### src/rtl/jpeg_pkg.sv
// rtl/jpeg_pkg.sv - shared pixel types, constants and helpers for the JPEG colour front end
// Purpose: pixel width, block size, converter pipeline depth, the {cr,cb,y}
//          pixel struct and an unsigned 8-bit saturation helper.
// Ports:   none (package).
package jpeg_pkg;

    localparam int PIX_W       = 24;
    localparam int BLK_PIX     = 64;
    localparam int CVT_LATENCY = 3;

    typedef struct packed {
        logic [7:0] cr;
        logic [7:0] cb;
        logic [7:0] y;
    } ycc_pixel_t;

    // Saturate a signed intermediate to the 0..255 range.
    function automatic logic [7:0] clamp_u8(input logic signed [26:0] v);
        logic [7:0] res;
        if (v < 27'sd0) begin
            res = 8'd0;
        end else if (v > 27'sd255) begin
            res = 8'd255;
        end else begin
            res = v[7:0];
        end
        return res;
    endfunction

endpackage

### src/rtl/ycc_fifo.sv
// rtl/ycc_fifo.sv - synchronous first-word-fall-through FIFO with occupancy count
// Purpose: buffers converted pixels between the converter and the output stream.
// Ports:   clk, rst (sync, active-high)
//          wr_en, wr_data         write side
//          rd_en, rd_data         read side; rd_data valid whenever empty=0
//          empty, full, count     status
module ycc_fifo #(
    parameter int DEPTH = 8,
    parameter int WIDTH = 24
) (
    input  logic                     clk,
    input  logic                     rst,
    input  logic                     wr_en,
    input  logic [WIDTH-1:0]         wr_data,
    input  logic                     rd_en,
    output logic [WIDTH-1:0]         rd_data,
    output logic                     empty,
    output logic                     full,
    output logic [$clog2(DEPTH):0]   count
);

    localparam int AW = $clog2(DEPTH);
    localparam int CW = AW + 1;

    logic [WIDTH-1:0] r_mem [DEPTH];
    logic [AW-1:0]    r_wr_ptr;
    logic [AW-1:0]    r_rd_ptr;
    logic [CW-1:0]    r_count;
    logic             w_do_wr;
    logic             w_do_rd;

    assign empty   = (r_count == '0);
    assign full    = (r_count == CW'(DEPTH));
    assign count   = r_count;
    assign rd_data = r_mem[r_rd_ptr];

    // A write while full is only legal when the head is leaving on the same edge.
    assign w_do_rd = rd_en && !empty;
    assign w_do_wr = wr_en && (!full || w_do_rd);

    always_ff @(posedge clk) begin
        if (w_do_wr) begin
            r_mem[r_wr_ptr] <= wr_data;
        end
    end

    always_ff @(posedge clk) begin
        if (rst) begin
            r_wr_ptr <= '0;
            r_rd_ptr <= '0;
            r_count  <= '0;
        end else begin
            if (w_do_wr) begin
                r_wr_ptr <= r_wr_ptr + AW'(1);
            end
            if (w_do_rd) begin
                r_rd_ptr <= r_rd_ptr + AW'(1);
            end
            case ({w_do_wr, w_do_rd})
                2'b10:   r_count <= r_count + CW'(1);
                2'b01:   r_count <= r_count - CW'(1);
                default: r_count <= r_count;
            endcase
        end
    end

endmodule

### src/rtl/rgb2ycbcr_ctrl.sv
// rtl/rgb2ycbcr_ctrl.sv - sequencer between an RGB pixel stream and the rgb2ycrcb converter
// Purpose: accepts pixels against FIFO credits, drives the converter enable,
//          tracks pixels in flight, collects results into an output FIFO and
//          tags them with 8x8-block and frame boundaries.
// Ports:   clk, rst (sync, active-high)
//          s_valid/s_ready/s_data          RGB input stream {B,G,R}
//          cvt_enable/cvt_data_in/out      converter interface
//          m_valid/m_ready/m_data          YCbCr output stream {Cr,Cb,Y}
//          m_last, m_frame_end             block / frame boundary tags
//          cfg_num_blocks                  blocks per frame (0 acts as 1)
//          busy                            work pending or frame incomplete
module rgb2ycbcr_ctrl
    import jpeg_pkg::*;
#(
    parameter int FIFO_DEPTH = 8,
    parameter int CNT_W      = 16
) (
    input  logic              clk,
    input  logic              rst,
    input  logic              s_valid,
    output logic              s_ready,
    input  logic [PIX_W-1:0]  s_data,
    output logic              cvt_enable,
    output logic [PIX_W-1:0]  cvt_data_in,
    input  logic [PIX_W-1:0]  cvt_data_out,
    output logic              m_valid,
    input  logic              m_ready,
    output logic [PIX_W-1:0]  m_data,
    output logic              m_last,
    output logic              m_frame_end,
    input  logic [CNT_W-1:0]  cfg_num_blocks,
    output logic              busy
);

    localparam int         CW       = $clog2(FIFO_DEPTH) + 1;
    localparam logic [CW:0] DEPTH_C = (CW + 1)'(FIFO_DEPTH);
    localparam logic [5:0] PIX_LAST = 6'(BLK_PIX - 1);

    logic [CVT_LATENCY-1:0] r_vld;
    logic [5:0]             r_pix_cnt;
    logic [CNT_W-1:0]       r_blk_cnt;

    logic [CW-1:0]          w_fifo_count;
    logic [CW-1:0]          w_inflight;
    logic                   w_fifo_empty;
    logic                   w_fifo_full;
    logic                   w_credit_ok;
    logic                   w_accept;
    logic                   w_fifo_wr;
    logic                   w_m_hs;
    logic [CNT_W-1:0]       w_blk_last;
    logic                   w_last;
    logic                   w_frame_end;

    // Every pixel in the converter already owns a FIFO slot, so a stalled
    // output can never force a converted pixel to be dropped.
    always_comb begin
        w_inflight = '0;
        for (int i = 0; i < CVT_LATENCY; i++) begin
            w_inflight = w_inflight + CW'(r_vld[i]);
        end
    end

    assign w_credit_ok = ({1'b0, w_fifo_count} + {1'b0, w_inflight}) < DEPTH_C;
    assign s_ready     = w_credit_ok && !rst;
    assign w_accept    = s_valid && s_ready;
    assign cvt_data_in = s_data;

    // Enable on a new pixel or while anything is in flight; idle edges with an
    // empty pipe leave the converter frozen.
    assign cvt_enable  = w_accept || (|r_vld);
    assign w_fifo_wr   = cvt_enable && r_vld[CVT_LATENCY-1];

    always_ff @(posedge clk) begin
        if (rst) begin
            r_vld <= '0;
        end else if (cvt_enable) begin
            r_vld <= {r_vld[CVT_LATENCY-2:0], w_accept};
        end
    end

    ycc_fifo #(
        .DEPTH (FIFO_DEPTH),
        .WIDTH (PIX_W)
    ) u_fifo (
        .clk     (clk),
        .rst     (rst),
        .wr_en   (w_fifo_wr),
        .wr_data (cvt_data_out),
        .rd_en   (w_m_hs),
        .rd_data (m_data),
        .empty   (w_fifo_empty),
        .full    (w_fifo_full),
        .count   (w_fifo_count)
    );

    assign m_valid = !w_fifo_empty;
    assign w_m_hs  = m_valid && m_ready;

    assign w_blk_last  = (cfg_num_blocks == '0) ? '0 : cfg_num_blocks - CNT_W'(1);
    assign w_last      = (r_pix_cnt == PIX_LAST);
    assign w_frame_end = w_last && (r_blk_cnt == w_blk_last);
    assign m_last      = m_valid && w_last;
    assign m_frame_end = m_valid && w_frame_end;

    always_ff @(posedge clk) begin
        if (rst) begin
            r_pix_cnt <= '0;
            r_blk_cnt <= '0;
        end else if (w_m_hs) begin
            r_pix_cnt <= r_pix_cnt + 6'd1;
            if (w_last) begin
                r_blk_cnt <= w_frame_end ? '0 : r_blk_cnt + CNT_W'(1);
            end
        end
    end

    assign busy = (|r_vld) || (w_fifo_count != '0) || (r_pix_cnt != '0) || (r_blk_cnt != '0);

    a_no_write_when_full : assert property (@(posedge clk) disable iff (rst)
        w_fifo_wr |-> !w_fifo_full);

endmodule

### config.mk
export PLATFORM = sky130hd
export DESIGN_NAME = rgb2ycbcr_ctrl
export DESIGN_NICKNAME = d
export VERILOG_FILES = /design/src/rtl/jpeg_pkg.sv /design/src/rtl/ycc_fifo.sv /design/src/rtl/rgb2ycbcr_ctrl.sv
export SDC_FILE = /design/constraint.sdc
export NUM_CORES = 1
export LEC_CHECK = 0
export CORE_ASPECT_RATIO = 0.9
export CORE_MARGIN = 5
export CORE_UTILIZATION = 27
export DETAILED_ROUTE_END_ITERATION = 10
export PLACE_DENSITY_LB_ADDON = 0.3
export SKIP_CTS_REPAIR_TIMING = 1
export SYNTH_ARGS = -nofsm -noshare
export SYNTH_HDL_FRONTEND = slang
export SYNTH_SLANG_ARGS = --single-unit
### constraint.sdc
create_clock -name clk -period 6.7 [get_ports clk]
set_clock_uncertainty 0.1 [all_clocks]
set_input_delay 2.01 -clock clk [delete_from_list [all_inputs] [get_ports clk]]
set_output_delay 2.01 -clock clk [all_outputs]
set_load 0.01 [all_outputs]
-- Yosys cells after proc, flatten, opt, wreduce, memory -nomap -nowiden
Memories as Yosys holds them, arrays and structs flattened. A register that Yosys moved wholly into a read port is not among the register bits.
Cells that the tools add are included.
- add/sub/neg operators: 10
- reductions and logical operators: 25
- eq/ne operators: 5
- order comparisons: 1
- muxes and demuxes: 7
- operators by type and width (cell ; count):
    16-bit two-way mux ; 2
    16-bit by 1-bit adder with 16-bit output (second input constant) ; 1
    16-bit equality test ; 1
    16-bit zero test ; 1
    16-bit nonzero test ; 1
    16-bit by 1-bit subtractor with 16-bit output (second input constant) ; 1
    1-bit logical AND ; 9
    4-bit one-hot mux with 2 select lines ; 1
    3-bit by 1-bit adder with 3-bit output (second input constant) ; 2
    6-bit by 1-bit adder with 6-bit output (second input constant) ; 1
    6-bit equality test (second input constant) ; 1
    3-bit two-way mux ; 2
    6-bit nonzero test ; 1
    4-bit by 3-bit adder with 5-bit output ; 1
    1-bit logical OR ; 5
    5-bit by 4-bit less-than comparator with 1-bit output (second input constant) ; 1
    4-bit by 1-bit adder with 4-bit output (second input constant) ; 1
    4-bit equality test (second input constant) ; 1
    4-bit zero test ; 1
    4-bit nonzero test ; 1
    4-bit by 1-bit subtractor with 4-bit output (second input constant) ; 1
    2-bit by 1-bit adder with 3-bit output ; 1
    1-bit zero test ; 3
    3-bit OR reduction ; 1
    6 further kinds ; 7
- input port bits: 68
- memories kept: 1
- RAM bits: 192
- output and inout bits: 54
- flip-flop bits (word level): 35
- memories (memory ; words ; bits a word ; rd ports ; clocked after memory_dff ; write ports ; line ; RTL):
    u_fifo.r_mem ; 8 ; 24 ; 1 ; 1 ; 1 ; ycc_fifo.sv:25 ; logic [WIDTH-1:0] r_mem [DEPTH];

-- Longest topological paths before layout
Gate-level depths: netlist (run 1).
- depth after elaboration: 11
- mapped depth: 12
- depth with buffers taken out: 10

-- Cells and area by module
From an unflattened synthesis (run 1), not the netlist that was laid out.
- cells, all modules: 638
- area, all modules: 10256.1 um^2
- by module, submodules not included (module ; cells an instance ; area an instance (um^2) ; times used ; seq. area each (um^2)):
    ycc_fifo ; 360 ; 8002.7 ; 1 ; 6025.8
    rgb2ycbcr_ctrl ; 278 ; 2253.4 ; 1 ; 500.5

-- Worst setup path after synthesis (run 1)
Ideal clock, no wire load.
- kind: input port to output port
- from: in cfg_num_blocks[2]
- to: out m_frame_end
- stages: 8
- required time: 4.590 ns
- arrival time: 4.243 ns
- path slack: 0.347 ns
- cells stage by stage: buf_4 -> or4_1 -> nor4_4 -> xnor2_1 -> or4b_1 -> o311a_2 -> nand2b_1 -> nor4b_2
- cells in the longest elaborated chain, start to end: 5
- ends and longest elaborated chain (item ; line ; RTL):
    start: declaration ; rgb2ycbcr_ctrl.sv:31 ; input logic [CNT_W-1:0] cfg_num_blocks,
    16-bit by 1-bit subtractor with 16-bit output or 16-bit zero test (tied branches) ; rgb2ycbcr_ctrl.sv:100 ; assign w_blk_last = (cfg_num_blocks == '0) ? '0 : cfg_num_blocks - CNT_W'(1);
    16-bit two-way mux (*) ; rgb2ycbcr_ctrl.sv:100 ;
    16-bit equality test (*) ; rgb2ycbcr_ctrl.sv:102 ; assign w_frame_end = w_last && (r_blk_cnt == w_blk_last);
    1-bit logical AND (*) ; rgb2ycbcr_ctrl.sv:102 ;
    1-bit logical AND (*) ; rgb2ycbcr_ctrl.sv:104 ; assign m_frame_end = m_valid && w_frame_end;
    end: declaration ; rgb2ycbcr_ctrl.sv:30 ; output logic m_frame_end,
Mark *: on every way between the ends. The rest lies on a longest branch, timed or not.

-- Final worst setup path (run 1)
- from: in cfg_num_blocks[0]
- to: out m_frame_end
The elaborated chain is that of the path after synthesis.

==> results of run 1 <==
-- cell families after synthesis --
kind of cell | after synthesis
compound gates | 71
buf+inv | 77
xor+xnor | 34
fa+ha+maj | 13
simple gates | 177
flops | 230
mux | 77
-- through the flow --
step,hold slack (ps),std cells,setup TNS (ps),setup WS [ps],power (mW)
3_5_place_dp,389,1244,-626,-626,2.49
3_3_place_gp,374,1244,-613,-613,2.48
6_report,394,1287,0,130,3.73
5_1_grt,419,1287,-9.65,-9.65,3.92
2_1_floorplan,354,679,0,347,2.18
4_1_cts,397,1285,-657,-657,3.79
-- power by group --
group          switching, mW  leakage [nW]  internal (mW)
clock                  0.530         0.369          0.755
sequential             0.132          2.03           1.58
combinational          0.273          1.77          0.457
-- critical path, stage by stage --
cell and delay, ps:
clkbuf_2 100, inv_2 70, ha_4 130, or4b_4 460, nor4_4 320, xnor2_1 140, or4b_4 490, o311a_4 140
nand2b_4 150, nor4b_4 260, buf_2 170
-- final cells by class --
class	count	share of cell area, %
timing repair buffer	137	9.66
tap	490	4.81
multi-input combinational	372	27.8
clock buffer	29	5.02
sequential	230	51.3
inverter	17	0.501
clock inverter	12	0.943
-- synthesized netlist by cell type (4+ instances only) --
master    instances  share of area [%]
or2_2             6               0.36
nor3_1           13               0.63
nand4_1          14               0.85
a211oi_1         11               0.80
nor4_1            9               0.54
buf_1             6               0.22
ha_1             11                1.3
a21oi_1          21                1.0
and2_1            5               0.30
nand2_1          30                1.1
mux2_2           24                2.6
dfxtp_1          38                7.4
o21ai_0           6               0.29
inv_1            17               0.62
nand3_1           8               0.39
edfxtp_1        192                 56
nor2_1           40                1.5
buf_4            25                1.8
mux2i_1           5               0.48
clkbuf_1         24               0.87
nand2b_1         15               0.91
and3_1            4               0.24
a21o_1            4               0.29
xnor2_1          21                1.8
mux4_2           48                 10
o41ai_1           4               0.34
xor2_1           12                1.0
or4_1             5               0.36
-- path summary, 6_finish.rpt --
check,start,end,depth (start not counted)
worst min register to register,u_fifo.r_wr_ptr[0],u_fifo.r_wr_ptr[0],2
worst max register to register,r_pix_cnt[2],r_blk_cnt[1],7
worst max-delay path,cfg_num_blocks[0],m_frame_end,11
worst min-delay path,u_fifo.r_wr_ptr[0],u_fifo.r_wr_ptr[0],2
-- state kept, by name (all words and copies together) (netlist names), named ones only --
| name | flops |
|---|---|
| r_vld | 3 |
| u_fifo.r_wr_ptr | 3 |
| u_fifo.count | 4 |
| u_fifo.r_mem | 192 |
| r_blk_cnt | 16 |
| u_fifo.r_rd_ptr | 3 |
| r_pix_cnt | 6 |
-- layer usage --
layer	part of all wire (%)	vias up	GRT usage, %
met5	0	-	0
met4	1.7	0	2.21
met3	4.3	30	2.40
met2	46	130	16.9
met1	48	3021	15.6
li1	-	2829	-
==> results.md, run 1 <==
* Post-synthesis instance area at 10300 um^2
* Most common cell after layout, fill and taps aside: edfxtp_1
* Hold Crit Class: register to register
* Final Util at 33.4%
* Total Wirelength at 23.2 mm
* Period utilization at 98.1%
* Clk sinks at 230
* Largest family of logic cells by synthesized area: multiplexers
* Final Max Tran Viols at 0
* Max-Cap Viols at 0
* Crit path max fanout at 2
* Die Ht at 196 um
* Largest net degree at the start of global routing at 49
* Register Area at 6530 um^2
* Total track usage at 10.8%
* Global-route wire length before repair at 36.3 mm
* Die Width at 216 um
* H-tree level count at 1
* Max frequency at 152 MHz
* Initial Utilization at 27.1%
* WS Path Type: input pin to output port
* Global route total overflow at 0
* Sequential-to-total area share from yosys stat at 63.1%
* CTS tree: built
* Synth Area in Simple Gates at 9.71%
* CTS Buf Count at 23
* Netlist cell types at 62
* ANT nets after route at 0
* CTS max path bufs at 3
* CP Capture Type: output port
* Number of enable flip-flop cells after synthesis at 192
* I/O pins at 122
* Die area at 42300 um^2
* First-pass detailed-route iteration total at 5
* Vias per cell at 4.67
* Routed WL per cell at 18.0 um
* Power Density at 293 nW/um^2
* Nets@finish at 862
* Worst-margin pin slew at 1070 ps
* Post-synthesis net count at 760
* Most frequent cells in the layout: edfxtp_1 (192), buf_4 (62), clkdlybuf4s50_1 (59)
* Clk_lat worst skew at 530 ps
* CP arrival at 4460 ps
* First DRT Iteration DRCs at 327
* Peak VDD IR at 185 uV
* Ant diodes at 0
* Layout area overhead at 23.3%
* Detailed Place HPWL at 14.2 mm
* Cells after Synth at 679
* Status: complete, no violations
* Asr flop ratio synth at 0%
* Top FF cell, synth: edfxtp_1
* Max-slew headroom at 28.9%
* Endpoints failing hold at 0
* CP Launch Type: input pin
* Root Buffer: clkbuf_16
* Vias in the first global route at 6128
* Via count at 6010
* Post-route design area at 12700 um^2
* Synthesized flop and latch total at 230
* Initial antenna violation count at 0
* Compound-Gate Fraction of Synth Area at 4.90%
* Adder-Cell Fraction of Synth Area at 1.72%
* Clock transition at path regs at 60 ps
* Port-buffer cells at 73
* Leakage at 4.18 nW
* Rows at 68
* Tmin final at 6570 ps
* # DRC at 0
* Post-DP Area at 11800 um^2
* Multi-input gate area at 3540 um^2
* R2R setup slack at 3760 ps
* FILL cells at 3705
* Syn Area/Cell at 15.2 um^2
* Gp weighted congestion at 0.785
* Share of cells above drive strength 1 at 26.6%
* Required @ worst endpoint at 4590 ps
* Std-Cell Core Area at 38100 um^2
* Yosys warns at 0
* Multiplexer area fraction after synthesis at 13.6%
* XOR/XNOR Fraction of Synth Area at 3.01%
* Final Setup Violations at 0
No activity file was read; power rests on OpenSTA's default activity.
==> run 2: changes to the inputs <==
SLEW_MARGIN = 10   (was not set)
==> results of run 2 <==
Same layout as run 1: the final DEF is identical, and so are final timing and power.
==> run 3: changes to the inputs <==
CAP_MARGIN = 20   (was not set)
==> results.md, run 3 (synthesis results as in run 1) <==
* Final Setup Violations at 0 (unchanged)
* Share of cells above drive strength 1 at 26.7% (was 26.6%)
* Clk_lat worst skew at 530 ps (about the same)
* Power Density at 293 nW/um^2 (about the same)
* Die Width at 216 um (unchanged)
* Met3 GRT Util at 2.40% (unchanged)
* Routed WL per cell at 18.0 um (about the same)
* Crit path max fanout at 2 (unchanged)
* Largest regs: u_fifo.r_mem (192), r_blk_cnt (16), r_pix_cnt (6) (unchanged)
* Largest net degree at the start of global routing at 49 (unchanged)
* Required @ worst endpoint at 4590 ps (about the same)
* First-pass detailed-route iteration total at 4 (was 5)
* Worst hold margin at 393 ps (was 394 ps)
* Vias in the first global route at 6128 (unchanged)
* Clk sinks at 230 (unchanged)
* Die Ht at 196 um (unchanged)
* Worst Reg2Reg Path Length in Cells at 7 (unchanged)
* Most common cell after layout, fill and taps aside: edfxtp_1 (unchanged)
* Gp weighted congestion at 0.785 (unchanged)
* Port-buffer cells at 73 (unchanged)
* Via count at 5982 (was 6010)
* CP Launch Type: input pin (unchanged)
* Worst-margin pin slew at 1060 ps (was 1070 ps)
* Nets@finish at 863 (was 862)
* Multi-input gate area at 3540 um^2 (unchanged)
* CP Launch Point: cfg_num_blocks[0] (unchanged)
* Tmin final at 6570 ps (about the same)
* Leakage at 4.18 nW (about the same)
* H-tree level count at 1 (unchanged)
* GR Util met1 at 15.6% (unchanged)
* GR Util met2 at 16.9% (unchanged)
* Max-slew headroom at 29.2% (was 28.9%)
* Std-Cell Core Area at 38100 um^2 (unchanged)
* WS Path Type: input pin to output port (unchanged)
* Final Max Tran Viols at 0 (unchanged)
* Total track usage at 10.8% (unchanged)
* Status: complete, no violations (unchanged)
* CTS max path bufs at 3 (unchanged)
* R2r startpoint: r_pix_cnt[2] (unchanged)
* Max-Cap Viols at 0 (unchanged)
* Pre-CTS setup slack at -626 ps (unchanged)
* Total Wirelength at 23.2 mm (about the same)
* Endpoint of the lowest-slack register-to-register path: r_blk_cnt[1] (unchanged)
* Most frequent cells in the layout: edfxtp_1 (192), buf_4 (62), clkdlybuf4s50_1 (59) (unchanged)
* Most Crowded Layer GR: met2 (unchanged)
* Top reg by flops: u_fifo.r_mem (unchanged)
* Rows at 68 (unchanged)
* Global-route wire length before repair at 36.3 mm (unchanged)
* Register Area at 6530 um^2 (unchanged)
* Clock transition at path regs at 60 ps (about the same)
* Setup crit end: m_frame_end (unchanged)
* Global route total overflow at 0 (unchanged)
* Endpoints failing hold at 0 (unchanged)
* Vias per cell at 4.64 (was 4.67)
* Hold Crit Class: register to register (unchanged)
* First DRT Iteration DRCs at 336 (was 327)
* Initial Utilization at 27.1% (unchanged)
* CP Capture Type: output port (unchanged)
* Max frequency at 152 MHz (about the same)
* ANT nets after route at 0 (unchanged)
* Layout area overhead at 23.5% (was 23.3%)
* I/O pins at 122 (unchanged)
* Ant diodes at 0 (unchanged)
* Max reg flops at 192 (unchanged)
* Peak VDD IR at 185 uV (about the same)
* CP arrival at 4460 ps (about the same)
* R2R setup slack at 3770 ps (was 3760 ps)
* Initial antenna violation count at 0 (unchanged)
* CTS tree: built (unchanged)
* Final worst slack at 131 ps (was 130 ps)
* Die area at 42300 um^2 (unchanged)
* Detailed Place HPWL at 14.2 mm (unchanged)
* Period utilization at 98.0% (was 98.1%)
* FILL cells at 3706 (was 3705)
* Root Buffer: clkbuf_16 (unchanged)
* CTS Buf Count at 23 (unchanged)
* # DRC at 0 (unchanged)
-- run 3: changes by cell type in the layout (fill, tap and decap cells not counted), sizes merged --
| cell | before | now |
|---|---|---|
| buf | 66 | 67 |
-- run 3: layout make-up --
type / count / area share (%)
inverter: 17 / 0.500
clock buffer: 29 / 5.01
tap: 490 / 4.80
clock inverter: 12 / 0.941
multi-input combinational: 372 / 27.8
sequential: 230 / 51.2
timing repair buffer: 138 / 9.81
-- run 3: per-layer routing --
| metal | routed length, um | vias up |
|---|---|---|
| met3 | 1090 | 30 |
| met1 | 11000 | 2991 |
| met4 | 402 | 0 |
| met2 | 10800 | 127 |
| met5 | 0 | - |
| li1 | - | 2834 |
-- run 3: how the worst min path moves through the flow --
stage	startpoint	to	slack, ps	cells after the start
floorplan	u_fifo.r_rd_ptr[1]	register	350	2
global placement	u_fifo.r_wr_ptr[0]	u_fifo.r_wr_ptr[0]	370	2
detailed placement	r_pix_cnt[1]	r_pix_cnt[1]	390	2
CTS	r_pix_cnt[1]	r_pix_cnt[1]	400	2
global route	u_fifo.r_rd_ptr[1]	register	420	2
finish	r_pix_cnt[1]	r_pix_cnt[1]	390	2
-- run 3: critical path: stages --
cell and delay (ps):
clkbuf_2 100, inv_2 70, ha_4 130, or4b_4 460, nor4_4 320, xnor2_1 140
or4b_4 490, o311a_4 140, nand2b_4 150, nor4b_4 260, buf_2 170
-- run 3: power breakdown --
part	internal, mW	total (mW)	switching [mW]
combinational	0.468	0.786	0.318
sequential	1.58	1.67	0.0889
clock	0.755	1.29	0.530
-- run 3: through the flow --
stage	std cells	power (mW)	setup TNS (ps)	area (um^2)	utilization, %
after floorplan	679	2.18	0	10300	-
after global placement	1244	2.48	-613	11800	31.0
after detailed placement	1244	2.49	-626	11800	31.0
after CTS	1285	3.79	-657	12600	33.0
after global routing	1288	3.93	-9.65	12800	33.5
final	1288	3.74	0	12800	33.5
